[src/rtl/worker_result_merger_if.sv]
// Handshake bundle between the worker array, the merger and the consumer.
// Worker side is a VALID/READY slot vector; the consumer side is one stream.
interface worker_result_merger_if #(
  parameter int NUM_WORKERS         = 4,
  parameter int FIFO_AW             = 2,
  parameter int WORKER_RESULT_WIDTH = 8
) ();

  logic [NUM_WORKERS-1:0]                     WR_VALID;
  logic [NUM_WORKERS*WORKER_RESULT_WIDTH-1:0] WR_DATA;
  logic [NUM_WORKERS-1:0]                     WR_READY;
  logic                                       MR_VALID;
  logic [WORKER_RESULT_WIDTH-1:0]             MR_DATA;
  logic                                       MR_READY;
  logic [FIFO_AW:0]                           MR_COUNT;

  modport slave (
    input  WR_VALID,
    input  WR_DATA,
    input  MR_READY,
    output WR_READY,
    output MR_VALID,
    output MR_DATA,
    output MR_COUNT
  );

  modport master (
    output WR_VALID,
    output WR_DATA,
    output MR_READY,
    input  WR_READY,
    input  MR_VALID,
    input  MR_DATA,
    input  MR_COUNT
  );

endinterface

[src/rtl/worker_result_merger.sv]
// Round-robin merge of worker results into a small FIFO feeding one
// ordered output stream.
module worker_result_merger #(
  parameter int NUM_WORKERS         = 4,
  parameter int FIFO_DEPTH          = 4,
  parameter int FIFO_AW             = 2,
  parameter int WORKER_RESULT_WIDTH = 8
) (
  input  logic                  CLK,
  input  logic                  RST,
  worker_result_merger_if.slave bus
);

  localparam int RRW = (NUM_WORKERS > 1) ? $clog2(NUM_WORKERS) : 1;
  localparam int W   = WORKER_RESULT_WIDTH;
  localparam logic [FIFO_AW:0] FULL_CNT = (FIFO_AW+1)'(FIFO_DEPTH);
  localparam logic [RRW-1:0]   LAST_W   = RRW'(NUM_WORKERS-1);

  logic [W-1:0]       mem_q [FIFO_DEPTH];
  logic [FIFO_AW:0]   count_q, count_d;
  logic [FIFO_AW-1:0] rd_ptr_q, rd_ptr_d;
  logic [FIFO_AW-1:0] wr_ptr_q, wr_ptr_d;
  logic [RRW-1:0]     rr_ptr_q, rr_ptr_d;

  logic [RRW-1:0]         grant;
  logic                   found;
  logic                   full;
  logic                   push;
  logic                   pop;
  logic [NUM_WORKERS-1:0] wr_ready;
  int                     idx;

  // Scan starts at rr_ptr so the last winner goes to the back of the line.
  always_comb begin
    grant = rr_ptr_q;
    found = 1'b0;
    idx   = 0;
    for (int k = 0; k < NUM_WORKERS; k++) begin
      idx = int'(rr_ptr_q) + k;
      if (idx >= NUM_WORKERS) idx = idx - NUM_WORKERS;
      if (!found && bus.WR_VALID[RRW'(idx)]) begin
        grant = RRW'(idx);
        found = 1'b1;
      end
    end
  end

  // A full FIFO blocks inputs even when a pop lands in the same cycle.
  assign full = (count_q == FULL_CNT);
  assign push = found && !full && !RST;
  assign pop  = (count_q != '0) && bus.MR_READY;

  always_comb begin
    wr_ready = '0;
    if (push) wr_ready[grant] = 1'b1;
  end

  always_comb begin
    rr_ptr_d = rr_ptr_q;
    wr_ptr_d = wr_ptr_q;
    rd_ptr_d = rd_ptr_q;
    count_d  = count_q;
    if (push) begin
      rr_ptr_d = (grant == LAST_W) ? '0 : grant + 1'b1;
      wr_ptr_d = wr_ptr_q + 1'b1;
    end
    if (pop) rd_ptr_d = rd_ptr_q + 1'b1;
    unique case (1'b1)
      push && !pop: count_d = count_q + 1'b1;
      pop && !push: count_d = count_q - 1'b1;
      default:      count_d = count_q;
    endcase
  end

  always_ff @(posedge CLK) begin
    if (RST) begin
      count_q  <= '0;
      rd_ptr_q <= '0;
      wr_ptr_q <= '0;
      rr_ptr_q <= '0;
    end else begin
      count_q  <= count_d;
      rd_ptr_q <= rd_ptr_d;
      wr_ptr_q <= wr_ptr_d;
      rr_ptr_q <= rr_ptr_d;
    end
  end

  // Storage is deliberately left uninitialised on reset.
  always_ff @(posedge CLK) begin
    if (push) mem_q[wr_ptr_q] <= bus.WR_DATA[grant*W +: W];
  end

  assign bus.WR_READY = wr_ready;
  assign bus.MR_VALID = (count_q != '0);
  assign bus.MR_DATA  = mem_q[rd_ptr_q];
  assign bus.MR_COUNT = count_q;

endmodule

[src/flat_wrapper.sv]
// flat-port wrapper written by rule: the top's interface ports become plain ports
module worker_result_merger_flat 
#(
  parameter int NUM_WORKERS         = 4,
  parameter int FIFO_DEPTH          = 4,
  parameter int FIFO_AW             = 2,
  parameter int WORKER_RESULT_WIDTH = 8
)
  (CLK, RST, bus_WR_VALID, bus_WR_DATA, bus_MR_READY, bus_WR_READY, bus_MR_VALID, bus_MR_DATA, bus_MR_COUNT);
  worker_result_merger_if #(.NUM_WORKERS(NUM_WORKERS), .FIFO_AW(FIFO_AW), .WORKER_RESULT_WIDTH(WORKER_RESULT_WIDTH)) bus_i ();
  input  logic CLK;
  input  logic RST;
  input wire logic [$bits(bus_i.WR_VALID)-1:0] bus_WR_VALID;
  input wire logic [$bits(bus_i.WR_DATA)-1:0] bus_WR_DATA;
  input wire logic [$bits(bus_i.MR_READY)-1:0] bus_MR_READY;
  output wire logic [$bits(bus_i.WR_READY)-1:0] bus_WR_READY;
  output wire logic [$bits(bus_i.MR_VALID)-1:0] bus_MR_VALID;
  output wire logic [$bits(bus_i.MR_DATA)-1:0] bus_MR_DATA;
  output wire logic [$bits(bus_i.MR_COUNT)-1:0] bus_MR_COUNT;
  assign bus_i.WR_VALID = bus_WR_VALID;
  assign bus_i.WR_DATA = bus_WR_DATA;
  assign bus_i.MR_READY = bus_MR_READY;
  assign bus_WR_READY = bus_i.WR_READY;
  assign bus_MR_VALID = bus_i.MR_VALID;
  assign bus_MR_DATA = bus_i.MR_DATA;
  assign bus_MR_COUNT = bus_i.MR_COUNT;
  worker_result_merger #(.NUM_WORKERS(NUM_WORKERS), .FIFO_DEPTH(FIFO_DEPTH), .FIFO_AW(FIFO_AW), .WORKER_RESULT_WIDTH(WORKER_RESULT_WIDTH)) u_core (.CLK(CLK), .RST(RST), .bus(bus_i));
endmodule
[config.mk]
export PLATFORM = sky130hd
export DESIGN_NAME = worker_result_merger_flat
export DESIGN_NICKNAME = d
export VERILOG_FILES = /design/src/rtl/worker_result_merger_if.sv /design/src/rtl/worker_result_merger.sv /design/src/flat_wrapper.sv
export SDC_FILE = /design/constraint.sdc
export NUM_CORES = 1
export LEC_CHECK = 0
export BUFFER_PORTS_ARGS = -buffer_cell sky130_fd_sc_hd__buf_2
export CORE_MARGIN = 2
export CORE_UTILIZATION = 35
export DETAILED_ROUTE_END_ITERATION = 12
export GPL_TIMING_DRIVEN = 0
export SLEW_MARGIN = 20
export SYNTH_ARGS = -nofsm -noshare
export SYNTH_HDL_FRONTEND = slang
export SYNTH_SLANG_ARGS = --single-unit
[constraint.sdc]
create_clock -name CLK -period 2.4 [get_ports CLK]
set_clock_uncertainty 0.05 [all_clocks]
set_input_delay 0 -clock CLK [delete_from_list [all_inputs] [get_ports CLK]]
set_output_delay 0 -clock CLK [all_outputs]
set_load 0.05 [all_outputs]
==> impl_metrics.toml, run 1 <==
[outcome]
run_status = "complete, no violations"

[synthesis]
synth_fp_nets = 216
synth_area_leaders = "edfxtp_1, dfxtp_1, mux4_2"
synth_top_cell_by_area = "edfxtp_1"
synthSimpleGateAreaFrac = 0.120
synth_xor_xnor_area_share = 0.0166
ys_types = 36
syn_avg_cell_area_um2 = 12.6
ys_seq_elements = 43
synth_top_area_share = 0.455
yosysWarnings = 0
synth-compound-area-share = 0.107
ys_seq_area_frac = 0.560
synthMuxAreaShare = 0.0854
syn_area_mm2 = 0.00211
synth-adder-area-share = 0.0628
synthCells = 167
synth_top_family_by_area = "simple AND/OR/NAND/NOR gates"

[min_path]
hold_class = "primary input to register"
holdPathEnd = "u_core.wr_ptr_q[0]"
hp-start = "RST"
min_delay_path_depth = 4

[cts]
cts_root_buffer = "clkbuf_8"
clk_pin_slew_ps = 80
cts_buffer_depth = 2
cts_buffers = 5
clock_latency_ps = 290
clock_sinks = 43
postCtsHoldBufs = 0
cts_tree = "yes"
htreeDepth = 2

[drt]
first_pass_iters = 4
drt-initial-drc-count = 96
via_per_inst = 4.86
wl_per_cell_um = 13.6
wl_met3_um = 190
via_count = 1476
drc = 0
routed_wirelength_mm = 4.15
wl_met2_mm = 1.88
top_layer_used = "met4"
met1_length_mm = 2.03
ant_nets = 0

[sta]
drv_slew = 0
rsz0062_at_grt = "false"
maxSlewHeadroom = 0.665
final.min_clock_period_ps = 2200
max_freq_ghz = 0.454
worst_slew_pin_slew_ps = 502
finalHoldViolations = 0
post-route-period-util = 0.918
tns_ps = 0
fin_hold_ws_ps = 20.1
setup_violations = 0

[global_route]
grt_pass1_vias = 1471
track_usage = 0.137
grt_pass1_wl_mm = 6.84
grt_start_max_net_pins = 16
antenna_found_initial = 0
overflow = 0

[worst_setup_path]
critPathRequiredTime_ps = 2350
critPathCaptureType = "output port"
reg2reg_slack_ps = 300
r2r_end = "u_core.bus.MR_COUNT[2]"
crit_chain = "inv_1, a21oi_1, o221ai_4, buf_2, inv_1, ha_1, and2_1, buf_2"
cp_slowest_cell = "dfxtp_1"
startpoint_type = "register"
cp.arrival_ps = 2150
critPathKind = "register to output port"
r2r_cells = 9
crit_fanout = 11
worst_path_largest_cell_delay_ps = 360
rr_startpoint = "u_core.bus.MR_COUNT[0]"

[final_layout]
synthToLayoutAreaGrowth_pct = 24.0
n_fill_cell = 573
stdcell_area_mm2 = 0.00262
drive_above_1_share = 0.376
mostFrequentLayoutCells = "buf_2, edfxtp_1, nand2_1, a21oi_1"
final_common_cell = "buf_2"
antenna_cells = 0
layout.nets = 277

[place]
dpl_cell_area_mm2 = 0.00248
io_buffers = 54
hpwl_mm = 3.12
gp_congestion = 0.746

[pwr]
p_leak_nw = 1.03
power_density_mw_per_mm2 = 1270
fin_total_pwr_mw = 3.33
peakVddDrop_uv = 521

[floorplan]
die_area_mm2 = 0.00667
row_count = 28
die_h_um = 81.7
design.core.area_mm2 = 0.00589
initial_utilization = 0.359
fp.dieW_um = 81.7
ioPinCount = 55

[run]
maxCapViolations = 0
layer usage:
| layer | GRT usage | vias to the layer above |
|---|---|---|
| met5 | 0 | - |
| met4 | 0.0433 | 0 |
| met3 | 0.0330 | 6 |
| met2 | 0.217 | 35 |
| met1 | 0.188 | 704 |
| li1 | - | 731 |
report_power, final:
group          internal [mW]  total (mW)  switching [mW]
registers               1.08        1.16          0.0806
clock network          0.315       0.568           0.252
logic                  0.521        1.59            1.07
total                   1.92        3.33            1.41
sequential cells by signal, indices dropped and copies added, names as in the netlist, named ones only:
name	cells
u_core.wr_ptr_q	2
u_core.rd_ptr_q	2
u_core.mem_q	32
u_core.rr_ptr_q	2
u_core.bus.MR_COUNT	3
synth_stat cells (all sizes together):
cell,instances
and2,9
a21oi,12
dfxtp,11
a2111oi,1
o21a,1
xor2,3
or3,3
nor2,7
ha,9
edfxtp,32
nand2,29
o221ai,1
and3b,1
a32oi,8
inv,10
or2,1
xnor2,1
fa,1
nor4,1
and2b,1
mux4,8
o31ai,3
nor2b,1
o21ai,3
clkbuf,2
buf,6
nor3,1
a311oi,1
area by class of cell:
cell class,count,area [um2],area share
buffer,8,58.8,0.0225
multi-input combinational,106,848,0.324
timing repair buffer,54,270,0.103
inverter,10,45.0,0.0172
clock buffer,5,68.8,0.0263
clock inverter,3,47.5,0.0182
sequential,43,1180,0.453
tap,75,93.8,0.0359
critical path, delay by kind of cell (launching register included):
kind,cells,cell delay (ps)
flops,1,360
compound gates,2,440
buf+inv,4,730
fa+ha+maj,1,200
simple gates,1,140
kinds of logic (layout without fill, tap and decap cells):
kind of cell | Yosys count | in the layout
XOR/XNOR | 4 | 4
AND/OR/NAND/NOR | 54 | 54
AO/OA/AOI/OAI | 30 | 30
adder cells (fa/ha/maj) | 10 | 10
flip-flops | 43 | 43
multiplexers | 8 | 8
buffers and inverters | 18 | 80
per-stage QoR:
stage	utilization	worst slack (ps)	cells
finish	0.445	197	304
global route	0.445	22.5	304
CTS	0.442	51.6	304
detailed placement	0.422	77.7	296
global placement	0.422	73.6	296
floorplan	-	138	167
what timing repair did:
item                                    4_1_cts  5_1_grt
endpoints found under the setup margin        0       14
hold endpoints to repair                      0        0
setup buffers                                 0        0
gates resized for setup                       0        2
worst max path at each step:
stage / start / to
global placement: u_core.bus.MR_COUNT[0] / u_core.bus.MR_COUNT[2]
global route: u_core.rr_ptr_q[1] / bus_WR_READY[3]
CTS: u_core.bus.MR_COUNT[0] / u_core.bus.MR_COUNT[2]
floorplan: u_core.bus.MR_COUNT[0] / u_core.bus.MR_COUNT[2]
detailed placement: u_core.bus.MR_COUNT[0] / u_core.bus.MR_COUNT[2]
finish: u_core.rr_ptr_q[1] / bus_WR_READY[3]
No activity file was read; power rests on OpenSTA's default activity.
==> run 2, diff against run 1 <==
==> constraint.sdc (replaced) <==
create_clock -name CLK -period 2.4 [get_ports CLK]
set_clock_uncertainty 0.05 [all_clocks]
set_input_delay 0.48 -clock CLK [delete_from_list [all_inputs] [get_ports CLK]]
set_output_delay 0.48 -clock CLK [all_outputs]
set_load 0.05 [all_outputs]
==> impl_metrics.toml, run 2 (synthesis results as in run 1) <==
[final_layout]
antenna_cells = 0
mostFrequentLayoutCells = "buf_2, edfxtp_1, nand2_1, buf_4, a21oi_1"
final_cells = 313
largest_register = "u_core.mem_q"
largest_reg_flops = 32
post-route-util = 0.480
n_fill_cell = 556
layout.nets = 286
final_common_cell = "buf_2"
synthToLayoutAreaGrowth_pct = 33.8
drive_above_1_share = 0.471

[sta]
setup_violations = 0
maxSlewHeadroom = 0.654
drv_slew = 0
final.min_clock_period_ps = 2390
max_freq_ghz = 0.419
finalHoldViolations = 0
fin_hold_ws_ps = 469
rsz0062_at_grt = "true"
post-route-period-util = 0.995
worst_slew_pin_slew_ps = 519

[min_path]
hold_class = "register to register"
min_delay_path_depth = 2

[cts]
clock_latency_ps = 290
cts_buffers = 5
postCtsHoldBufs = 0
cts_buffer_depth = 2
clock_sinks = 43
clk_pin_slew_ps = 80
cts_root_buffer = "clkbuf_8"
htreeDepth = 2
cts_tree = "yes"

[pwr]
power_density_mw_per_mm2 = 1250
p_leak_nw = 1.10
peakVddDrop_uv = 576

[worst_setup_path]
r2r_cells = 9
crit_fanout = 5
cp_slowest_cell = "or2_1"
crit_top_cell = "buf_8"
critPathRequiredTime_ps = 1870
startpoint_type = "primary input"
crit_family = "buffers and inverters"
cp_num_cells = 9
crit_chain = "buf_2, nor2b_4, o21a_1, or2_1, buf_6, buf_8, ha_4, and2_4, buf_8"
critPathKind = "primary input to output port"
critPathCaptureType = "output port"
critPathBufInv = 4
cp.arrival_ps = 1860
worst_path_largest_cell_delay_ps = 230

[floorplan]
row_count = 28
ioPinCount = 55
die_h_um = 81.7
initial_utilization = 0.359
design.core.area_mm2 = 0.00589
fp.dieW_um = 81.7
die_area_mm2 = 0.00667

[place]
hpwl_mm = 3.12
io_buffers = 54
gp_congestion = 0.711
dp_cells = 296

[drt]
via_count = 1497
drc = 0
routed_wirelength_mm = 4.40
drt-initial-drc-count = 102
ant_nets = 0
wl_per_cell_um = 14.0
via_per_inst = 4.78
first_pass_iters = 4

[global_route]
overflow = 0
antenna_found_initial = 0
grt_pass1_vias = 1405
grt_start_max_net_pins = 16
grt_pass1_wl_mm = 6.94
track_usage = 0.141

[outcome]
run_status = "complete, no violations"

[run]
maxCapViolations = 0
[run 2: changes by cell type in the layout (fill, tap and decap cells not counted), sizes merged]
cell	previous run	this run
buf	60	68
clkbuf	7	8
clkinv	1	0
clkinvlp	0	1
[run 2: metal layers]
layer,wire [um],GRT usage
met1,2050,0.192
met3,257,0.0385
met5,0,0
met4,68,0.0450
met2,2020,0.221
[run 2: layout make-up]
type / count / area [um2] / area share
plain buffers: 6 / 43.8 / 0.0155
clock buffers: 5 / 68.8 / 0.0244
clock inverters: 3 / 46.3 / 0.0164
inverters: 10 / 45.0 / 0.0160
multi-input cells: 106 / 938 / 0.332
flip-flops and latches: 43 / 1190 / 0.422
well taps: 75 / 93.8 / 0.0332
repair buffers: 65 / 395 / 0.140
[run 2: tightest hold or removal path: stages (launching register included)]
cell	delay (ps)
dfxtp_2	350
a21oi_1	70
nor2_1	70
[run 2: report_power, final]
group | total, mW | internal (mW) | switching [mW]
Sequential | 1.19 | 1.09 | 0.0937
Combinational | 1.78 | 0.655 | 1.12
Clock | 0.568 | 0.313 | 0.255
Total | 3.53 | 2.06 | 1.47
[run 2: what timing repair did]
item	CTS	global route
resized for setup	27	16
endpoints found under the setup margin	4	5
buffers inserted	8	3
pin swaps	2	2
[run 2: per-stage QoR]
stage                     instance area, um2  setup WS, ps  total power [mW]  setup TNS [ps]
final                                   2820          12.6              3.53               0
after CTS                               2740        0.0326              3.49               0
after global routing                    2820         -47.9              3.77            -153
after floorplan                         2120          5.77              2.41               0
after global placement                  2490          -428              2.76           -2780
after detailed placement                2490          -459              2.78           -2640
[run 2: worst paths after layout]
path | startpoint | endpoint | slack (ps)
min reg2reg | u_core.bus.MR_COUNT[1] | u_core.bus.MR_COUNT[1] | 470
max reg2reg | u_core.rr_ptr_q[1] | u_core.mem_q[0][5] | 260
min | u_core.bus.MR_COUNT[1] | u_core.bus.MR_COUNT[1] | 470
max | bus_WR_VALID[2] | bus_WR_READY[2] | 10
